[config.mk]
export PLATFORM = sky130hd
export DESIGN_NAME = lock_controller
export DESIGN_NICKNAME = d
export VERILOG_FILES = /design/src/rtl/lock_controller.sv
export SDC_FILE = /design/constraint.sdc
export NUM_CORES = 1
export LEC_CHECK = 0
export CORE_MARGIN = 5
export CORE_UTILIZATION = 51
export CTS_BUF_LIST = sky130_fd_sc_hd__clkbuf_8
export DETAILED_ROUTE_END_ITERATION = 10
export GPL_TIMING_DRIVEN = 0
export PLACE_DENSITY = 0.78
export SETUP_SLACK_MARGIN = 0.15
export SLEW_MARGIN = 20
export SYNTH_ARGS = -nofsm -noshare
export SYNTH_HDL_FRONTEND = slang
export SYNTH_SLANG_ARGS = --single-unit
export TNS_END_PERCENT = 30
[constraint.sdc]
create_clock -name clk -period 2.2 [get_ports clk]
set_input_delay 0.44 -clock clk [delete_from_list [all_inputs] [get_ports clk]]
set_output_delay 0.44 -clock clk [all_outputs]
set_load 0.02 [all_outputs]
[src/rtl/lock_controller.sv]
// rtl/lock_controller.sv - keypad lock front end with unlock hold, lockout and fire override
module lock_controller #(
    parameter int                    NUM_DIGITS     = 5,
    parameter logic [4*NUM_DIGITS-1:0] PASSWORD     = 20'h12345,
    parameter int                    MAX_TRIES      = 3,
    parameter int                    UNLOCK_CYCLES  = 500,
    parameter int                    LOCKOUT_CYCLES = 1000,
    localparam int                   CNT_W          = $clog2(NUM_DIGITS + 1)
) (
    input  logic             clk,
    input  logic             rst_n,
    input  logic             digit_valid,
    input  logic [3:0]       digit,
    input  logic             clear,
    input  logic             fire_alarm,
    output logic             unlock,
    output logic             err,
    output logic             locked_out,
    output logic [CNT_W-1:0] digit_cnt,
    output logic [3:0]       fail_cnt
);

    localparam int TMR_MAX = (UNLOCK_CYCLES > LOCKOUT_CYCLES) ? UNLOCK_CYCLES : LOCKOUT_CYCLES;
    localparam int TMR_W   = $clog2(TMR_MAX + 1);

    typedef enum logic [1:0] {
        S_IDLE    = 2'd0,
        S_ENTRY   = 2'd1,
        S_OPEN    = 2'd2,
        S_LOCKOUT = 2'd3
    } state_t;

    state_t           state_q, state_d;
    logic [CNT_W-1:0] digit_cnt_q, digit_cnt_d;
    logic             mismatch_q, mismatch_d;
    logic [3:0]       fail_cnt_q, fail_cnt_d;
    logic [TMR_W-1:0] timer_q, timer_d;
    logic             err_q, err_d;

    logic [3:0]       expected_digit;
    logic [CNT_W-1:0] cnt_inc;
    logic [3:0]       fail_inc;
    logic             digit_miss;
    logic             entry_done;
    logic             entry_bad;
    logic             timer_last;

    // Pick the password nibble that the next press is compared against (first digit in the MS nibble)
    always_comb begin
        expected_digit = 4'd0;
        for (int i = 0; i < NUM_DIGITS; i++) begin
            if (digit_cnt_q == CNT_W'(i)) begin
                expected_digit = PASSWORD[4*(NUM_DIGITS-1-i) +: 4];
            end
        end
    end

    assign digit_miss = (digit != expected_digit);
    assign cnt_inc    = digit_cnt_q + 1'b1;
    assign entry_done = (cnt_inc == CNT_W'(NUM_DIGITS));
    // mismatch_q is always 0 in IDLE, so the same expression covers the first press
    assign entry_bad  = mismatch_q | digit_miss;
    // fail_cnt never wraps past MAX_TRIES
    assign fail_inc   = (fail_cnt_q < 4'(MAX_TRIES)) ? (fail_cnt_q + 4'd1) : fail_cnt_q;
    assign timer_last = (timer_q <= TMR_W'(1));

    // State and datapath registers
    always_ff @(posedge clk or negedge rst_n) begin
        if (!rst_n) begin
            state_q     <= S_IDLE;
            digit_cnt_q <= '0;
            mismatch_q  <= 1'b0;
            fail_cnt_q  <= 4'd0;
            timer_q     <= '0;
            err_q       <= 1'b0;
        end else begin
            state_q     <= state_d;
            digit_cnt_q <= digit_cnt_d;
            mismatch_q  <= mismatch_d;
            fail_cnt_q  <= fail_cnt_d;
            timer_q     <= timer_d;
            err_q       <= err_d;
        end
    end

    // Next-state and datapath update; fire_alarm overrides everything
    always_comb begin
        state_d     = state_q;
        digit_cnt_d = digit_cnt_q;
        mismatch_d  = mismatch_q;
        fail_cnt_d  = fail_cnt_q;
        timer_d     = timer_q;
        err_d       = 1'b0;

        if (fire_alarm) begin
            state_d     = S_IDLE;
            digit_cnt_d = '0;
            mismatch_d  = 1'b0;
            fail_cnt_d  = 4'd0;
            timer_d     = '0;
        end else begin
            case (state_q)
                S_IDLE, S_ENTRY: begin
                    if (clear) begin
                        state_d     = S_IDLE;
                        digit_cnt_d = '0;
                        mismatch_d  = 1'b0;
                    end else if (digit_valid) begin
                        if (entry_done) begin
                            digit_cnt_d = '0;
                            mismatch_d  = 1'b0;
                            if (!entry_bad) begin
                                state_d    = S_OPEN;
                                timer_d    = TMR_W'(UNLOCK_CYCLES);
                                fail_cnt_d = 4'd0;
                            end else begin
                                err_d      = 1'b1;
                                fail_cnt_d = fail_inc;
                                if (fail_inc == 4'(MAX_TRIES)) begin
                                    state_d = S_LOCKOUT;
                                    timer_d = TMR_W'(LOCKOUT_CYCLES);
                                end else begin
                                    state_d = S_IDLE;
                                end
                            end
                        end else begin
                            state_d     = S_ENTRY;
                            digit_cnt_d = cnt_inc;
                            mismatch_d  = entry_bad;
                        end
                    end
                end
                S_OPEN: begin
                    timer_d = timer_q - 1'b1;
                    if (timer_last) begin
                        state_d = S_IDLE;
                    end
                end
                S_LOCKOUT: begin
                    timer_d = timer_q - 1'b1;
                    if (timer_last) begin
                        state_d    = S_IDLE;
                        fail_cnt_d = 4'd0;
                    end
                end
                default: begin
                    state_d = S_IDLE;
                end
            endcase
        end
    end

    // Outputs: only unlock has a combinational path, from fire_alarm
    always_comb begin
        unlock     = (state_q == S_OPEN) | fire_alarm;
        err        = err_q;
        locked_out = (state_q == S_LOCKOUT);
        digit_cnt  = digit_cnt_q;
        fail_cnt   = fail_cnt_q;
    end

endmodule

-- Yosys cells after proc, flatten, opt, wreduce, memory -nomap -nowiden
Cells that the tools add are included.
- output and inout bits: 10
- bits in registers: 21
- logic and storage cells: 85
- multiplexer cells: 44
- $lt $le $gt $ge: 2
- reductions and logical operators: 11
- add/subtract/negate cells: 3
- equal/unequal tests: 17
- bitwise logic cells: 2
- operator list (cell ; count):
    10-bit 2-to-1 mux ; 6
    4-bit 2-to-1 mux ; 10
    10-bit case mux with 2 select lines ; 1
    2-bit 2-to-1 mux ; 8
    3-bit 2-to-1 mux ; 5
    1-bit 2-to-1 mux ; 12
    10-bit by 1-bit <= comparator with 1-bit output (second input constant) ; 1
    10-bit by 1-bit subtractor with 10-bit output (second input constant) ; 1
    3-bit inequality test (second input constant) ; 3
    4-bit inequality test (second input constant) ; 2
    4-bit case mux with 2 select lines ; 1
    3-bit by 2-bit == test with 1-bit output (second input constant) ; 2
    3-bit == test (second input constant) ; 2
    3-bit nonzero test ; 2
    5-bit AND reduction ; 1
    4-bit by 1-bit adder with 4-bit output (second input constant) ; 1
    2-bit == test (second input constant) ; 2
    4-bit by 2-bit == test with 1-bit output (second input constant) ; 1
    4-bit by 2-bit less-than comparator with 1-bit output (second input constant) ; 1
    4-bit inequality test ; 1
    2-bit case mux with 2 select lines ; 1
    2-bit AND reduction ; 2
    4-bit AND reduction ; 1
    2-bit OR reduction ; 2
    other kinds (9) ; 10

-- Logic depth before layout (Yosys ltp)
- depth after elaboration: 14
- depth in mapped cells: 8

-- Worst setup path after synthesis
Ideal clock, no wire load.
- kind: register -> register
- from: register digit_cnt_q[0] (netlist: digit_cnt[0])
- to: register fail_cnt_q[0] (netlist: fail_cnt[0])
- required time: 2.133 ns
- arrival: 2.132 ns
- setup slack: 0.002 ns
- stages on the path, launching flop included: 9
- cells stage by stage: dfrtp_1 -> ha_1 -> ha_1 -> nand4bb_1 -> or2_2 -> clkbuf_1 -> nor3_1 -> o221ai_1 -> nand2_1
- cells in the longest elaborated chain, start to end: 14
- elaborated cells on any way between the ends: 22
- those cells by class: 1 x add/sub; 7 x eq/ne; 11 x mux; 1 x bitwise; 2 x reduce/logical
- RTL lines (item ; line ; text):
    from (decl) ; 34 ; logic [CNT_W-1:0] digit_cnt_q, digit_cnt_d;
    from (signal assigned) ; 78 ; digit_cnt_q <= digit_cnt_d;
    3-bit logical NOT ; 52 ; if (digit_cnt_q == CNT_W'(i)) begin
    1-bit 2-to-1 mux ; 52 ;
    2-bit 2-to-1 mux ; 52 ;
    4-bit 2-to-1 mux (3 in a row) ; 52 ;
    4-bit inequality test ; 58 ; assign digit_miss = (digit != expected_digit);
    1-bit bitwise OR ; 62 ; assign entry_bad = mismatch_q | digit_miss;
    4-bit 2-to-1 mux ; 112 ; if (!entry_bad) begin
    4-bit 2-to-1 mux ; 109 ; if (entry_done) begin
    4-bit 2-to-1 mux ; 108 ; end else if (digit_valid) begin
    4-bit 2-to-1 mux ; 104 ; if (clear) begin
    4-bit case mux with 2 select lines ; 102 ; case (state_q)
    4-bit 2-to-1 mux ; 95 ; if (fire_alarm) begin
    to (signal assigned) ; 80 ; fail_cnt_q <= fail_cnt_d;
    to (decl) ; 36 ; logic [3:0] fail_cnt_q, fail_cnt_d;
Several ways; a longest one is shown, not always the timed one. The select of a mux whose other input is x is not followed.
A chain may end at the register's enable or synchronous reset.

-- Worst setup path after layout
- from: register digit_cnt_q[0] (netlist: digit_cnt[0])
- to: register state_q[0]
- cells in the longest elaborated chain, start to end: 14
- elaborated cells on any way between the ends: 20
- those cells by class: 1 x add/sub; 6 x eq/ne; 11 x mux; 1 x bitwise; 1 x reduce/logical
- RTL lines (item ; line ; text):
    3-bit logical NOT ; 52 ;
    1-bit 2-to-1 mux ; 52 ;
    2-bit 2-to-1 mux ; 52 ;
    4-bit 2-to-1 mux (3 in a row) ; 52 ;
    4-bit inequality test ; 58 ;
    1-bit bitwise OR ; 62 ;
    2-bit 2-to-1 mux ; 112 ;
    2-bit 2-to-1 mux (*) ; 109 ;
    2-bit 2-to-1 mux (*) ; 108 ;
    2-bit 2-to-1 mux (*) ; 104 ;
    2-bit case mux with 2 select lines (*) ; 102 ;
    2-bit 2-to-1 mux (*) ; 95 ;
    to (signal assigned) ; 77 ; state_q <= state_d;
    to (decl) ; 33 ; state_t state_q, state_d;
Mark *: on every way between the ends. The rest lies on a longest branch, timed or not. The select of a mux whose other input is x is not followed.

==> impl_metrics.tcl <==
set metrics [dict create \
    synth_top_area_frac 0.3774 \
    clk_pin_slew_ps 80 \
    postSynthNetCount 173 \
    multi_input_comb_area_um2 915.9 \
    critical_path.endpoint_type "flip-flop" \
    synth.distinct_cells 47 \
    via_count 1313 \
    number_of_filler_instances_in_the_final_layout 224 \
    wl_per_cell_um 17.40 \
    final_util 0.6712 \
    slowest_stage "or4_4" \
    achievable-frequency_ghz 0.4836 \
    wl_met3_um 147 \
    pwr-share-clk 0.342 \
    maximum_number_of_pins_on_one_net_before_global_route_repair 22 \
    synth_area_mm2 0.001393 \
    grt_pass1_vias 1382 \
    start_util 0.5184 \
    asyncSetResetFlopFracSynth 1.000 \
    final.period_utilization 0.9399 \
    globalplace.congestion 0.8148 \
    worst-path-buf-inv 1 \
    ys.flop_type "dfrtp_1" \
    design_power_total_w 0.0007850 \
    crit_cells 7 \
    globalRoute.totalOverflow 0 \
    place_worst_setup_slack_ps -356.9 \
    critPathKind "reg -> reg" \
    tritoncts.num_buffers 3 \
    final.hold.worst_slack_ps 109.8 \
    synth-edff-count 0 \
    tritoncts "built" \
    die_h_um 62.26 \
    final.setup_skew_ps 2.502 \
    cell_class_contributing_the_biggest_share_of_worst_path_delay "simple AND/OR/NAND/NOR gates" \
    hold_path_class "in -> async" \
    post_synth_main_area_contributors "dfrtp_1, ha_1, nor2_1" \
    yosys_warnings 0 \
    power.share.sequential 0.500 \
    groute.usage.overall 0.1899 \
    swShare 0.2748 \
    worstPathCellList "ha_2 -> ha_4 -> or4_4 -> nand4_4 -> buf_4 -> nor2_2 -> o311ai_2" \
    width_of_the_die_um 62.26 \
    port_buffers 18 \
    detailroute.wirelength.met2_mm 1.970 \
    critical_path_arrival_ps 2240 \
    fin_nets 204 \
    route.top_layer_used "met4" \
    drt_first_pass_iters 4 \
    yosysSeqAreaShare 0.3774 \
    status "complete, no violations" \
    clk_latency_ps 270 \
    irDropWorstVdd_mv 0.3981 \
    worst_path_largest_cell_delay_ps 520 \
    grt_first_pass_wirelength_mm 6.051 \
    route.antenna.remaining_nets 0 \
    rows 19 \
    route.final.wire_length_mm 3.759 \
    critical_path_required_ps 2370 \
    power_leakage_nw 0.7840 \
    clock_sinks 21 \
    grt_antenna_before_repair 0 \
    comb_power_share 0.158 \
    floorplan.die_area_mm2 0.003876 \
    maxSlewHeadroom 0.4434 \
    syn_inst 155 \
    power-per-cell-area_mw_per_mm2 435.4 \
    num_io_pins 19 \
    synth-seq-cells 21 \
    power.switching_w 0.0002158 \
    area.growth.synth_to_final_pct 29.47 \
    clock_tree.htree_level_count 1 \
    cts.path.max_buffers 2 \
    coreArea_mm2 0.002686 \
    r2r_cells 7 \
    detailed_place_hpwl_mm 2.402 \
    post_synth.cell_area_avg_um2 8.984 \
    number_of_max_capacitance_violations_reported 0 \
    dr.first_iter.drc_count 70 \
    drt-met1-wl_mm 1.574 \
    seqCellArea_um2 529.3 \
    timing.final.setup_violations 0 \
    setup_repair_after_global_routing_missed_its_margin "true" \
    route.detailed.vias_per_inst 6.079 \
    antennaDiodeCount 0 \
    timing.final.crit_period_ps 2068 \
    setup.reg_to_reg.worst_slack_ps 130 \
    cell_internal_pwr_w 0.0005693 \
    layout-drive-gt1-share 0.1892 \
    drc 0 \
    cp-start-kind "flip-flop" \
    cp_max_fo 6 \
    cts_root_buffer "clkbuf_8" \
    final-hold-violation-count 0 \
    tightestPinTransition_ps 828.5 \
    final_max_slew_viol_count 0 \
    synth.largest_area_cell "dfrtp_1" \
    final.setup.worst_slack_ps 132.2 \
]
==> kinds of logic after synthesis <==
group | share of synthesized area
AND/OR/NAND/NOR | 0.2489
AO/OA/AOI/OAI | 0.1815
flip-flops | 0.3774
XOR/XNOR | 0.07457
buffers and inverters | 0.02965
adder cells (fa/ha/maj) | 0.08086
multiplexers | 0.007188
==> synthesized netlist by cell type (3+ instances only) <==
cell type,instances
xor2_1,5
nand3_1,6
clkbuf_1,3
ha_1,9
o21ai_0,10
xnor2_1,5
dfrtp_1,21
nor3_1,6
nand2b_1,4
a21oi_1,4
nand2_1,10
inv_1,8
o22ai_1,5
and2_1,3
nor2_1,17
==> power groups by stage <==
stage / clock network (W) / logic (W) / registers [W]
floorplan: 0 / 0.0000510 / 0.000402
global placement: 0 / 0.0000937 / 0.000400
detailed placement: 0 / 0.0000953 / 0.000401
CTS: 0.000263 / 0.000106 / 0.000392
global route: 0.000295 / 0.000134 / 0.000393
finish: 0.000268 / 0.000124 / 0.000393
==> worst reg2reg max path: stages (launching register included) <==
cell and delay [ps]:
dfrtp_2 440, ha_2 210, ha_4 180, or4_4 520
nand4_4 120, buf_4 170, nor2_2 50, o311ai_2 280
==> path summary, 6_finish.rpt <==
kind                              start            to
max in group asynchronous         rst_n  digit_cnt[1]
min in group clk             mismatch_q    mismatch_q
max reg2reg                digit_cnt[0]    state_q[0]
min reg2reg                  mismatch_q    mismatch_q
min                               rst_n    timer_q[0]
max                        digit_cnt[0]    state_q[0]
==> stage by stage <==
| step | setup TNS (ps) | cell area (um2) | cells |
|---|---|---|---|
| 4_1_cts | 0 | 1752 | 211 |
| 5_1_grt | 0 | 1803 | 216 |
| 2_1_floorplan | 0 | 1424 | 155 |
| 3_5_place_dp | -356.9 | 1643 | 204 |
| 6_report | 0 | 1803 | 216 |
| 3_3_place_gp | -355.9 | 1643 | 204 |
==> repair_timing <==
action                                  4_1_cts  5_1_grt
hold buffers                                  0        0
endpoints found under the setup margin       15       17
gates cloned                                  0        1
setup buffers                                 3        4
pin swaps                                     1        4
gates resized for setup                       9       10
==> routing by layer <==
layer	global-route usage	vias to the layer above
met4	0.09019	0
met3	0.03423	10
met2	0.3212	37
met5	0	-
met1	0.2312	647
li1	-	619
==> placed cells by master, fill, tap and decap left out, types with 2 or more instances in the layout <==
master            n
nand2b_1          4
xnor2_1           5
and2_1            3
o221ai_1          2
a21oi_1           4
dfrtp_2           3
inv_1             8
o211a_1           2
nand3b_1          2
ha_1              7
o21ai_0           9
nor2_1           17
nor3_2            2
dfrtp_1          18
nor2b_1           2
or3_1             2
nor3_1            5
o21ai_1           2
a21o_1            2
nand2_1          10
clkdlybuf4s50_1  16
xor2_1            5
clkbuf_2          2
o22ai_1           5
and3_1            2
buf_4             7
nand3_1           6
clkbuf_4          2
clkbuf_8          3
==> final cells by class <==
| type | instances | area share |
|---|---|---|
| clock inverter | 1 | 0.002776 |
| timing repair buffer | 25 | 0.1235 |
| tap | 31 | 0.02151 |
| inverter | 8 | 0.01666 |
| buffer | 3 | 0.01110 |
| multi-input combinational | 124 | 0.5080 |
| sequential | 21 | 0.2935 |
| clock buffer | 3 | 0.02290 |
==> state kept, by name, indices dropped and copies added, names as in the netlist <==
register	flops
err	1
mismatch_q	1
state_q	2
fail_cnt	4
digit_cnt	3
timer_q	10
No activity file was read; power rests on OpenSTA's default activity.
